File: src/rtl/adc_sample_framer.sv
// ADC sample framer: buffers ADC samples and presents one left-justified 16-bit
// two's complement sample per FRAME_LEN-cycle frame, aligned to the FIR's count.
module adc_sample_framer #(
  parameter int IN_W       = 12,
  parameter int FRAME_LEN  = 30,
  parameter int FIFO_DEPTH = 4,
  parameter int OFFSET_BIN = 1
) (
  input  logic                          clk30x,
  input  logic                          rst,
  input  logic [IN_W-1:0]               adc_data,
  input  logic                          adc_valid,
  output logic                          adc_ready,
  input  logic                          clr_flags,
  output logic [15:0]                   xin,
  output logic                          frame_start,
  output logic [$clog2(FIFO_DEPTH):0]   fifo_level,
  output logic                          underrun
);

  localparam int CNT_W = (FRAME_LEN > 1) ? $clog2(FRAME_LEN) : 1;
  localparam int PTR_W = $clog2(FIFO_DEPTH);
  localparam int LVL_W = PTR_W + 1;

  logic [CNT_W-1:0] cnt_r;
  logic [PTR_W-1:0] wr_ptr_r;
  logic [PTR_W-1:0] rd_ptr_r;
  logic [LVL_W-1:0] level_r;
  logic [LVL_W-1:0] level_nxt_s;
  logic [IN_W-1:0]  mem_r [FIFO_DEPTH];
  logic [15:0]      xin_r;
  logic             underrun_r;
  logic             wrap_s;
  logic             full_s;
  logic             empty_s;
  logic             push_s;
  logic             pop_s;

  // Offset-binary to two's complement (MSB flip), then left-justify into 16 bits.
  function automatic logic [15:0] to_xin(input logic [IN_W-1:0] d);
    logic [IN_W-1:0] c;
    logic [15:0]     r;
    c = d;
    if (OFFSET_BIN != 0) begin
      c[IN_W-1] = ~d[IN_W-1];
    end else begin
      c = d;
    end
    r = 16'h0000;
    r[15 -: IN_W] = c;
    return r;
  endfunction

  // Registered-state decodes; a full FIFO never accepts, even on a popping wrap.
  always_comb begin
    wrap_s  = (cnt_r == CNT_W'(FRAME_LEN - 1));
    full_s  = (level_r == LVL_W'(FIFO_DEPTH));
    empty_s = (level_r == {LVL_W{1'b0}});
    push_s  = adc_valid & ~full_s;
    pop_s   = wrap_s & ~empty_s;
  end

  // Occupancy update; simultaneous push and pop leaves the level unchanged.
  always_comb begin
    level_nxt_s = level_r;
    case ({push_s, pop_s})
      2'b10:   level_nxt_s = level_r + LVL_W'(1);
      2'b01:   level_nxt_s = level_r - LVL_W'(1);
      default: level_nxt_s = level_r;
    endcase
  end

  // Frame counter, FIFO pointers and level.
  always_ff @(posedge clk30x or posedge rst) begin
    if (rst) begin
      cnt_r    <= {CNT_W{1'b0}};
      wr_ptr_r <= {PTR_W{1'b0}};
      rd_ptr_r <= {PTR_W{1'b0}};
      level_r  <= {LVL_W{1'b0}};
    end else begin
      cnt_r   <= wrap_s ? {CNT_W{1'b0}} : cnt_r + CNT_W'(1);
      level_r <= level_nxt_s;
      if (push_s) begin
        wr_ptr_r <= wr_ptr_r + PTR_W'(1);
      end
      if (pop_s) begin
        rd_ptr_r <= rd_ptr_r + PTR_W'(1);
      end
    end
  end

  // Sample storage; contents are don't-care while unoccupied.
  always_ff @(posedge clk30x) begin
    if (push_s) begin
      mem_r[wr_ptr_r] <= adc_data;
    end
  end

  // Output sample and sticky underrun; setting wins over clearing.
  always_ff @(posedge clk30x or posedge rst) begin
    if (rst) begin
      xin_r      <= 16'h0000;
      underrun_r <= 1'b0;
    end else begin
      if (wrap_s) begin
        xin_r <= empty_s ? 16'h0000 : to_xin(mem_r[rd_ptr_r]);
      end
      if (wrap_s && empty_s) begin
        underrun_r <= 1'b1;
      end else if (clr_flags) begin
        underrun_r <= 1'b0;
      end
    end
  end

  assign xin         = xin_r;
  assign underrun    = underrun_r;
  assign fifo_level  = level_r;
  assign adc_ready   = ~full_s;
  assign frame_start = (cnt_r == {CNT_W{1'b0}});

endmodule

File: config.mk
export PLATFORM = sky130hd
export DESIGN_NAME = adc_sample_framer
export DESIGN_NICKNAME = d
export VERILOG_FILES = /design/src/rtl/adc_sample_framer.sv
export SDC_FILE = /design/constraint.sdc
export NUM_CORES = 1
export LEC_CHECK = 0
export CAP_MARGIN = 20
export CORE_UTILIZATION = 49
export DETAILED_ROUTE_END_ITERATION = 8
export GPL_TIMING_DRIVEN = 0
export PLACE_DENSITY = 0.81
export SLEW_MARGIN = 20
export SYNTH_ARGS = -nofsm -noshare
export SYNTH_HDL_FRONTEND = slang
export SYNTH_SLANG_ARGS = --single-unit
File: constraint.sdc
create_clock -name clk30x -period 2.3 [get_ports clk30x]
set_clock_uncertainty 0.05 [all_clocks]
set_input_delay 0.23 -clock clk30x [delete_from_list [all_inputs] [get_ports clk30x]]
set_output_delay 0.23 -clock clk30x [all_outputs]
set_load 0.02 [all_outputs]
Word-level counts from Yosys, hierarchy flattened. Memory sizes are Yosys's and may differ from the RTL's. Index checks and enable logic that the tools add are counted. W data, S select, Z words.

Add/sub/neg operators: 5. Multipliers: 0. Div/mod/pow operators: 0. Order comparisons: 0. Eq/ne operators: 4. Shift operators: 0. Muxes and demuxes: 7. Bitwise operators: 5. Reduce and logical (&&, ||, !) cells: 5.

Operators by type and width (number): $mux W16 (1); $pmux W3 S2 (1); $add A5 B1 Y5 const B (1); $eq A5 B5 Y1 const B (1); $logic_not A5 Y1 (1); $mux W5 (1); $add A2 B1 Y2 const B (2); $mux W1 (4); $reduce_bool A2 Y1 (2); $add A3 B1 Y3 const B (1); $eq A3 B3 Y1 const B (1); $logic_not A3 Y1 (1); $not A1 Y1 (3); $sub A3 B1 Y3 const B (1); $and A1 B1 Y1 (2); $eq A2 B1 Y1 const B (1); $eq A2 B2 Y1 const B (1); $logic_and A1 B1 Y1 (1).

Flip-flop bits (word level): 29. Bits in latches: 0. RAM bits: 48. Bits in read-only memories: 0. Input port bits: 16. Output and inout bits: 22. Word-level logic and storage cells: 33. Memories: 1.

Memories: mem_r (words 4, bits a word 12, rd ports 1, clocked after memory_dff 0, wr ports 1, line 30) `logic [IN_W-1:0] mem_r [FIFO_DEPTH];`.

Depth between registers and ports, before layout.
Word-level depth: 5. Mapped depth: 11. Gate-level depth less buffers: 10.

Worst setup path before layout. No wires, ideal clock.

Path kind: flip-flop to flip-flop. Start point: reg level_r[2], in the netlist fifo_level[2]. End point: reg level_r[2], in the netlist fifo_level[2]. Library setup time: 0.080 ns. Data arrival time: 2.146 ns. Data required time: 2.170 ns. Path slack: 0.024 ns. Cell stages (with the launch flop): 10. Buffers on the path: 0. Clock period less this slack: 2.276 ns. Cells stage by stage: dfrtp_1 -> or3b_4 -> and2_4 -> inv_1 -> ha_1 -> inv_1 -> fa_1 -> xor2_1 -> nor2_1 -> xor2_1.

Word-level cells in the longest chain between the ends: 5. Elaborated cells between the ends (all ways): 12. Those cells by class: 2 x add/sub; 3 x eq/ne; 1 x mux; 4 x bitwise; 2 x reduce/logical.

Ends and longest elaborated chain: from (decl) (line 28) `logic [LVL_W-1:0] level_r;`; from (signal assigned) (line 79) `level_r <= {LVL_W{1'b0}};`; from (signal assigned) (line 82) `level_r <= level_nxt_s;`; $eq A3 B3 Y1 (*) (line 57) `full_s = (level_r == LVL_W'(FIFO_DEPTH));`; $not A1 Y1 (*); net adc_ready (line 13) `output logic adc_ready,`; $and A1 B1 Y1 (*) (line 59) `push_s = adc_valid & ~full_s;`; $eq A2 B1 Y1 or $eq A2 B2 Y1 (tied branches) (line 66) `case ({push_s, pop_s})`; $pmux W3 S2 or $reduce_bool A2 Y1 (tied branches).

The timed path passes the listed nets; every way through them passes the cells marked *. A chain may end at the register's enable or synchronous reset.

Worst setup path in the final report.
Start point: reg level_r[0], in the netlist fifo_level[0]. End point: reg level_r[2], in the netlist fifo_level[2].

Word-level cells in the longest chain between the ends: 5. Elaborated cells between the ends (all ways): 12. Those cells by class: 2 x add/sub; 3 x eq/ne; 1 x mux; 4 x bitwise; 2 x reduce/logical.

Ends and longest elaborated chain (line): $eq A3 B3 Y1 or $logic_not A3 Y1 (tied branches) (57, 58); $not A1 Y1 (on tied branches) (59, 60); $and A1 B1 Y1 (on tied branches) (59, 60); $eq A2 B1 Y1 or $eq A2 B2 Y1 (tied branches) (66); $pmux W3 S2 or $reduce_bool A2 Y1 (tied branches).

Parallel ways exist; a longest one is shown, timed or not.

==> flow_metrics.env <==
export IMPL_rsz0062_at_grt="true"
export IMPL_end_kind="flip-flop"
export IMPL_routed_wl_microns=4910
export IMPL_ys_top_cells_by_count="edfxtp_1 (48), dfrtp_1 (25), a22o_1 (11), inv_1 (10)"
export IMPL_worstPathArrival_ns=2.44
export IMPL_synth_seq_cells=73
export IMPL_dp_hpwl_microns=3160
export IMPL_final_core_util_pct=65.5
export IMPL_status="complete, no violations"
export IMPL_num_vias=1553
export IMPL_grt_pass1_vias=1595
export IMPL_yosysUniqueCellTypes=36
export IMPL_io_buffers=33
export IMPL_pin_count=38
export IMPL_max_slew_margin_pct=61.9
export IMPL_wl_per_cell_microns=16.7
export IMPL_design_area_sq_um=3720
export IMPL_min_period_ns=2.23
export IMPL_cp_start_kind="flip-flop"
export IMPL_grt_max_degree=26
export IMPL_p_leak_nw=1.44
export IMPL_fp_coreArea_sq_um=5680
export IMPL_numCtsBuffers=9
export IMPL_setup_viol_count_final=0
export IMPL_viasPerCell=5.26
export IMPL_synthFlopType="edfxtp_1"
export IMPL_die_w_microns=79.7
export IMPL_async_reset_ff_share_pct=34.2
export IMPL_cts_hold_buf=0
export IMPL_critPathRequiredTime_ns=2.51
export IMPL_cap_violations=0
export IMPL_synthTopCellsByArea="edfxtp_1 (49%), dfrtp_1 (21%), mux4_2 (6.1%)"
export IMPL_synth_most_common_cell="edfxtp_1"
export IMPL_clkLatencyLatePin_ns=0.35
export IMPL_placed_cell_area_sq_um=3390
export IMPL_tightest_slew_ns=0.567
export IMPL_area_delta_synth_final_pct=25.6
export IMPL_synth_edf_count=48
export IMPL_cp_max_fo=6
export IMPL_finalHoldViolations=0
export IMPL_preCtsSetupSlack_ns=-0.238
export IMPL_placementRows=27
export IMPL_antenna_cells=0
export IMPL_dieArea_sq_um=6360
export IMPL_synth_top_area_share_pct=48.7
export IMPL_htree_levels=3
export IMPL_max_freq_ghz=0.449
export IMPL_fin_total_pwr_w=0.00396
export IMPL_ir_drop_mv=0.675
export IMPL_place_gp_congestion=0.735
export IMPL_cts_sinks=73
export IMPL_grt_usage_pct=18.3
export IMPL_period_share_pct=96.9
export IMPL_dr_pass1_iters=4
export IMPL_drt_iter0_drc=51
export IMPL_antenna_left=0
export IMPL_yosysTopAreaCell="edfxtp_1"
export IMPL_syn_avg_cell_area_sq_um=18.3
export IMPL_drive_above_1_share_pct=26.9
export IMPL_fin_nets=243
export IMPL_syn_area_sq_um=2960
export IMPL_synthCells=162
export IMPL_ctsRootBufferMaster="clkbuf_8"
export IMPL_drc=0
export IMPL_path_class="reg2reg"
export IMPL_grt_ovfl_total=0
export IMPL_powerDensity_nw_per_um2=1070
export IMPL_r2r_slack_ns=0.07
export IMPL_ys_seq_area_share_pct=69.8
export IMPL_antenna_found_initial=0
export IMPL_path_clk_slew_ns=0.08
export IMPL_cts_buffer_depth=2
export IMPL_grt_pass1_wl_microns=8020
export IMPL_yosysWarnings=0
export IMPL_slew_viol_final=0
export IMPL_die_height_microns=79.7
export IMPL_hold_class="in2async"
export IMPL_cts_tree="done"
export IMPL_worst_slack_ns=0.0710
export IMPL_initial_core_util_pct=52.2
## routing by layer
layer | vias up | track usage, % | wire (microns)
li1 | 725 | - | -
met1 | 772 | 21.2 | 2040
met2 | 48 | 30.3 | 2550
met3 | 8 | 7.54 | 242
met4 | 0 | 6.55 | 83
met5 | - | 0 | 0
## worst max-delay path, stage by stage (launching register included)
cell and delay [ns]:
dfrtp_2 0.44, or3b_4 0.44, and2_4 0.17, inv_2 0.06, ha_4 0.13, inv_2 0.04
fa_2 0.37, xor2_1 0.15, nor2_1 0.13, xor2_1 0.16
## state kept, by name (all words and copies together), names as in the netlist
| register | cells |
|---|---|
| cnt_r | 5 |
| fifo_level | 3 |
| mem_r | 48 |
| rd_ptr_r | 2 |
| underrun | 1 |
| wr_ptr_r | 2 |
| xin | 12 |
## power breakdown
group	total (W)	internal [W]	switching, W	leakage [nW]
registers	0.00184	0.00172	0.000126	0.733
clock network	0.000998	0.000510	0.000488	0.0983
logic	0.00112	0.000592	0.000530	0.612
## cell usage in the layout, fill, tap and decap left out, types with 4 or more instances in the layout
master,Yosys,routed
a22o_1,11,11
and3_2,4,4
buf_4,5,12
clkbuf_8,0,9
clkdlybuf4s50_1,0,32
conb_1,1,4
dfrtp_1,25,22
edfxtp_1,48,48
ha_1,8,6
inv_1,10,7
mux4_1,4,4
mux4_2,8,8
nor2_1,4,4
xnor2_1,4,4
xor2_1,4,4
## area by class of cell
cell class              instances  area (sq um)
clock buffers                   9           124
fillers                       406          1960
well taps                      72          90.1
flip-flops and latches         73          2070
inverters                      10          37.5
repair buffers                 42           408
plain buffers                  10          85.1
clock inverters                 7          76.3
multi-input cells              72           827
## final timing paths
path,from,to,depth (start not counted)
worst max-delay path,fifo_level[0]$_DFFE_PP0P_,fifo_level[2]$_DFFE_PP0P_,9
worst min-delay path,rst,fifo_level[1]$_DFFE_PP0P_,2
worst max register to register,fifo_level[0]$_DFFE_PP0P_,fifo_level[2]$_DFFE_PP0P_,9
worst min register to register,xin[15]$_DFFE_PP0N_,xin[15]$_DFFE_PP0N_,2
max in group asynchronous,rst,fifo_level[2]$_DFFE_PP0P_,3
min in group clk30x,clr_flags,underrun$_DFFE_PP0P_,2
## timing repair
| action | 4_1_cts | 5_1_grt |
|---|---|---|
| setup endpoints to repair | 2 | 2 |
| pin swaps | 1 | 7 |
| gates resized for setup | 5 | 10 |
| buffers inserted | 4 | 4 |
## logic make-up (layout without fill, tap and decap cells)
family | Yosys count | after routing | share of synthesized area [%]
other cells | 1 | 4 | 0.127
mux | 14 | 14 | 10.5
fa+ha+maj | 9 | 9 | 4.06
xor+xnor | 8 | 8 | 2.37
buf+inv | 20 | 78 | 4.02
flops | 73 | 73 | 69.8
simple gates | 22 | 22 | 4.82
compound gates | 15 | 15 | 4.31
## per-stage QoR
| stage | instances | TNS (ns) | hold WS, ns |
|---|---|---|---|
| after floorplan | 165 | 0 | 0.207 |
| after CTS | 290 | 0 | 0.375 |
| after global placement | 270 | -0.140 | 0.426 |
| after detailed placement | 270 | -0.245 | 0.435 |
| final | 295 | 0 | 0.148 |
| after global routing | 295 | -0.0306 | 0.179 |
No activity file was read; power rests on OpenSTA's default activity.
